$ cat config.mk
export PLATFORM = sky130hd
export DESIGN_NAME = l1_trigger_scaler_rx
export DESIGN_NICKNAME = d
export VERILOG_FILES = /design/src/rtl/l1_trigger_scaler_rx.sv
export SDC_FILE = /design/constraint.sdc
export NUM_CORES = 1
export LEC_CHECK = 0
export CAP_MARGIN = 20
export CORE_MARGIN = 4
export CORE_UTILIZATION = 45
export CTS_CLUSTER_DIAMETER = 80
export CTS_CLUSTER_SIZE = 40
export DETAILED_ROUTE_END_ITERATION = 6
export HOLD_SLACK_MARGIN = 0.02
export PLACE_DENSITY = 0.86
export SLEW_MARGIN = 25
export SYNTH_ARGS = -nofsm -noshare
export SYNTH_HDL_FRONTEND = slang
export SYNTH_SLANG_ARGS = --single-unit
$ cat constraint.sdc
create_clock -name aclk -period 3.9 [get_ports aclk]
set_input_delay 0.78 -clock aclk [delete_from_list [all_inputs] [get_ports aclk]]
set_output_delay 0.78 -clock aclk [all_outputs]
set_load 0.02 [all_outputs]
$ cat src/rtl/l1_trigger_scaler_rx.sv
// Receive side of the packed L1 trigger stream: unpacks per-beam trigger bits,
// counts rising edges per beam over a fixed gate window and latches a readout bank.
`timescale 1ns/1ps

module l1_trigger_scaler_rx #(
  parameter  int NBEAMS     = 2,
  parameter  int COUNT_BITS = 16,
  parameter  int GATE_LEN   = 1000,
  localparam int SEL_W      = (NBEAMS > 1) ? $clog2(NBEAMS) : 1,
  localparam int GC_W       = $clog2(GATE_LEN)
) (
  input  logic                  aclk,
  input  logic                  reset_i,
  input  logic [127:0]          trig_tdata,
  input  logic                  trig_tvalid,
  output logic                  trig_tready,
  input  logic [SEL_W-1:0]      rd_sel_i,
  output logic [COUNT_BITS-1:0] rd_data_o,
  output logic                  rd_sat_o,
  output logic                  update_o,
  output logic [GC_W-1:0]       gate_cnt_o
);

  logic                  accepted;
  logic                  gate_last;
  logic [NBEAMS-1:0]     trig;
  logic [NBEAMS-1:0]     prev;
  logic [NBEAMS-1:0]     rise;
  logic [NBEAMS-1:0]     sat;
  logic [NBEAMS-1:0]     sat_next;
  logic [NBEAMS-1:0]     bank_sat;
  logic [COUNT_BITS-1:0] cnt      [NBEAMS];
  logic [COUNT_BITS-1:0] cnt_next [NBEAMS];
  logic [COUNT_BITS-1:0] bank     [NBEAMS];

  // Only word 0 carries trigger bits; the rest of the beat is deliberately dropped.
  logic unused_tdata;
  assign unused_tdata = ^{trig_tdata[127:4+NBEAMS], trig_tdata[3:0]};

  assign trig_tready = ~reset_i;
  assign accepted    = trig_tvalid & trig_tready;
  assign trig        = trig_tdata[4 +: NBEAMS];
  assign rise        = {NBEAMS{accepted}} & trig & ~prev;
  assign gate_last   = (gate_cnt_o == GC_W'(GATE_LEN - 1));

  // Saturating increment; an attempt at full scale flags saturation instead.
  always_comb begin
    // NOTE: every always_comb output gets a default first so no path can infer a latch.
    sat_next = sat;
    for (int b = 0; b < NBEAMS; b++) begin
      cnt_next[b] = cnt[b];
      if (rise[b]) begin
        if (&cnt[b]) sat_next[b] = 1'b1;
        else         cnt_next[b] = cnt[b] + COUNT_BITS'(1);
      end
    end
  end

  always_ff @(posedge aclk) begin
    if (reset_i) begin
      // NOTE: the bank is a small register array, not RAM, so clearing it in reset is cheap and required.
      prev       <= '1;
      sat        <= '0;
      bank_sat   <= '0;
      update_o   <= 1'b0;
      gate_cnt_o <= '0;
      for (int b = 0; b < NBEAMS; b++) begin
        cnt[b]  <= '0;
        bank[b] <= '0;
      end
    end else begin
      // NOTE: sequential state uses non-blocking assignment so all registers sample pre-edge values.
      gate_cnt_o <= gate_last ? '0 : gate_cnt_o + GC_W'(1);
      update_o   <= gate_last;
      if (accepted) prev <= trig;
      if (gate_last) begin
        bank_sat <= sat_next;
        sat      <= '0;
        for (int b = 0; b < NBEAMS; b++) begin
          bank[b] <= cnt_next[b];
          cnt[b]  <= '0;
        end
      end else begin
        sat <= sat_next;
        for (int b = 0; b < NBEAMS; b++) cnt[b] <= cnt_next[b];
      end
    end
  end

  // Registered readout; selections beyond the beam count read as zero.
  always_ff @(posedge aclk) begin
    if (reset_i) begin
      rd_data_o <= '0;
      rd_sat_o  <= 1'b0;
    end else if (int'(rd_sel_i) < NBEAMS) begin
      rd_data_o <= bank[rd_sel_i];
      rd_sat_o  <= bank_sat[rd_sel_i];
    end else begin
      rd_data_o <= '0;
      rd_sat_o  <= 1'b0;
    end
  end

endmodule

==> flow_metrics.tcl <==
set metrics [dict create \
    core_area_um2 9415 \
    syn_inst 408 \
    initial_core_util 0.4716 \
    layout_commonest_cell "edfxtp_1" \
    leakage_nw 1.847 \
    hold_depth 2 \
    globalplace.congestion 0.8324 \
    peakVddDrop_mv 0.2488 \
    grt_usage 0.1737 \
    worst-path-buf-inv 3 \
    reg2reg_setup_slack_ns 1.49 \
    mostFrequentLayoutCells "64 x edfxtp_1, 46 x a21oi_1, 40 x nor2_1, 34 x dfxtp_1, 33 x clkdlybuf4s50_1" \
    rr_endpoint "bank[1][9]$_SDFFCE_PN0P_" \
    syn_to_final_growth_pct 18.43 \
    cts_hold_buf 0 \
    final_util 0.5585 \
    cp.required_ns 3.12 \
    root_buffer "clkbuf_8" \
    worstRegToRegCells 5 \
    p_int_mw 1.480 \
    ys_top_cells_by_area "edfxtp_1 43%, dfxtp_1 15%, a21oi_1 5.2%" \
    max_slew_margin 0.4823 \
    ant_nets 0 \
    row_count 35 \
    skew_ns 0.01043 \
    seqCellArea_um2 2603 \
    setup-violations-final 0 \
    die-width_um 107.3 \
    syn_area_um2 4441 \
    die_area_um2 11520 \
    hold_ws_ns 0.4840 \
    grt_pass1_vias 3322 \
    sw_frac_of_total 0.2411 \
    avgSynthCellArea_um2 10.88 \
    fillers 795 \
    pin_count 161 \
    antenna_cells 0 \
    yosysWarningCount 0 \
    cap_violations 0 \
    cts_setup_buffers 0 \
    synth_cell_types 46 \
    rsz0062_at_grt "no" \
    seq_power_share 0.608 \
    place_area_um2 5066 \
    hold_violations 0 \
    holdPathEnd "sat[1]$_SDFF_PN0_" \
    firstDrtPassIters 5 \
    synth-seq-cells 98 \
    cp_top_family "buffers and inverters" \
    final_cells 607 \
    via_count 3463 \
    slowest_delay_ns 0.64 \
    min_from "sat[1]$_SDFF_PN0_" \
    finalNetCount 608 \
    yosys.area.top_type_share 0.4328 \
    drv_slew 0 \
    fin_crit_ns 2.928 \
    synth_ff_type "edfxtp_1" \
    cts_tree "built" \
    grt-ovfl-total 0 \
    setup_tns_ns 0 \
    multiInputGateArea_um2 1838 \
    crit_type "input port to output pin" \
    cts_max_level 3 \
    period_share 0.7507 \
    fin_area_um2 5259 \
    final_layout_size_suffix_gt1_frac 0.06695 \
    drc 0 \
    power_density_nw_per_um2 370.8 \
    clk_latency_ns 0.37 \
    critical_path.max_fanout 8 \
    grt_pass1_wl_mm 15.58 \
    cts_num_sinks 98 \
    synth_area_leader_cell "edfxtp_1" \
    cts_resized 0 \
    tightestPinTransition_ns 0.7708 \
    combPwrFrac 0.072 \
    fmax_ghz 0.3415 \
    crit_path_cell_trace "clkdlybuf4s50_1, inv_1, clkdlybuf4s50_1" \
    seq_area_frac_synth 0.5861 \
    wl_mm 9.548 \
    dp_hpwl_mm 6.688 \
    critPathCaptureType "output pin" \
    synthArstFlopShare 0 \
    crit_path_top_delay_cell "clkdlybuf4s50_1" \
    rr_startpoint "cnt[0][16]$_SDFFCE_PN0P_" \
    grt_max_degree 47 \
    vias_per_cell 5.705 \
    wl_per_cell_um 15.73 \
    cts_inserted_buffers 9 \
    status "complete, no violations" \
    clk_pin_slew_ns 0.09 \
    critPathLaunchType "input port" \
    clock_path_buffers 2 \
    fp.dieH_um 107.3 \
    crit_path_start "reset_i" \
    worst_path_most_repeated_cell "clkdlybuf4s50_1" \
    switchingPower_mw 0.4702 \
    drt_iter0_markers 233 \
    antenna_found_initial 0 \
    portBuffers 34 \
    synth_edf_count 64 \
    placedCellCount 591 \
    crit_arrival_ns 2.15 \
    clockPowerShare 0.320 \
    hp-class "flip-flop to flip-flop" \
]
-- worst max-delay path by stage --
stage                                end  slack [ns]  cells past startpoint
2_1_floorplan   bank[0][0]$_SDFFCE_PN0P_        0.87                      6
3_3_place_gp    bank[1][9]$_SDFFCE_PN0P_        0.77                      5
3_5_place_dp   bank[1][15]$_SDFFCE_PN0P_        0.69                      6
4_1_cts                      trig_tready        0.97                      3
5_1_grt                      trig_tready        0.89                      3
6_report                     trig_tready        0.97                      3
-- through the flow --
step | power, mW | setup slack, ns
2_1_floorplan | 1.289 | 0.8673
3_5_place_dp | 1.348 | 0.6872
6_report | 1.950 | 0.9721
3_3_place_gp | 1.339 | 0.7698
4_1_cts | 1.956 | 0.9713
5_1_grt | 2.025 | 0.8868
-- metal layers --
| metal | global-route usage | wire (µm) |
|---|---|---|
| met1 | 0.2109 | 3990 |
| met4 | 0.06763 | 256 |
| met3 | 0.05519 | 737 |
| met5 | 0 | 0 |
| met2 | 0.2882 | 4563 |
-- synth_stat cells (2+ instances only) --
library cell / number
a32oi_1: 2
nand2b_1: 2
o21ai_0: 12
o311ai_0: 2
nor3_1: 14
o31ai_1: 10
nand4bb_1: 2
dfxtp_1: 34
nand4_1: 13
inv_1: 12
nand3_1: 15
mux2i_1: 23
nand2_1: 21
nor4_1: 6
a31oi_1: 5
edfxtp_1: 64
clkbuf_1: 19
ha_1: 3
xnor2_1: 5
nor2_1: 40
nand3b_1: 2
a21oi_1: 46
and2_1: 4
xor2_1: 3
a31o_2: 2
or3_1: 6
a21o_1: 2
and4_1: 5
nor4bb_1: 3
or4_1: 11
o41ai_1: 4
and3_1: 2
-- final cells by class --
class,instances,area share
multi-input combinational,308,0.3495
clock buffer,11,0.02903
tap,129,0.03069
sequential,98,0.4949
inverter,12,0.008565
clock inverter,5,0.006900
timing repair buffer,44,0.08042
-- power groups by stage --
| stage | clock, mW | combinational (mW) | sequential, mW |
|---|---|---|---|
| global placement | 0 | 0.134 | 1.20 |
| finish | 0.624 | 0.141 | 1.19 |
| floorplan | 0 | 0.0803 | 1.21 |
| detailed placement | 0 | 0.139 | 1.21 |
| CTS | 0.631 | 0.141 | 1.18 |
| global route | 0.678 | 0.155 | 1.19 |
-- worst min-delay path, cell delays in order (launching register included) --
cell,delay [ns]
dfxtp_1,0.32
a21oi_1,0.05
nor2_1,0.08
-- cells by family after synthesis --
family / Yosys count / share of synthesized area
AOI/OAI and AO/OA: 89 / 0.1198
xor gates and xnor gates: 8 / 0.01578
adders and majority gates: 3 / 0.008454
buffers and inverters: 33 / 0.02817
DFF: 98 / 0.5861
muxes: 23 / 0.05185
other: 1 / 0.0008445
and+or+nand+nor: 153 / 0.1891
-- registers in the layout, indices dropped and copies added (netlist names) --
register,flops
update_o,1
rd_data_o,16
gate_cnt_o,10
cnt,32
prev,2
sat,2
bank,32
bank_sat,2
rd_sat_o,1
Note: power is estimated with default switching activity, not from simulation.
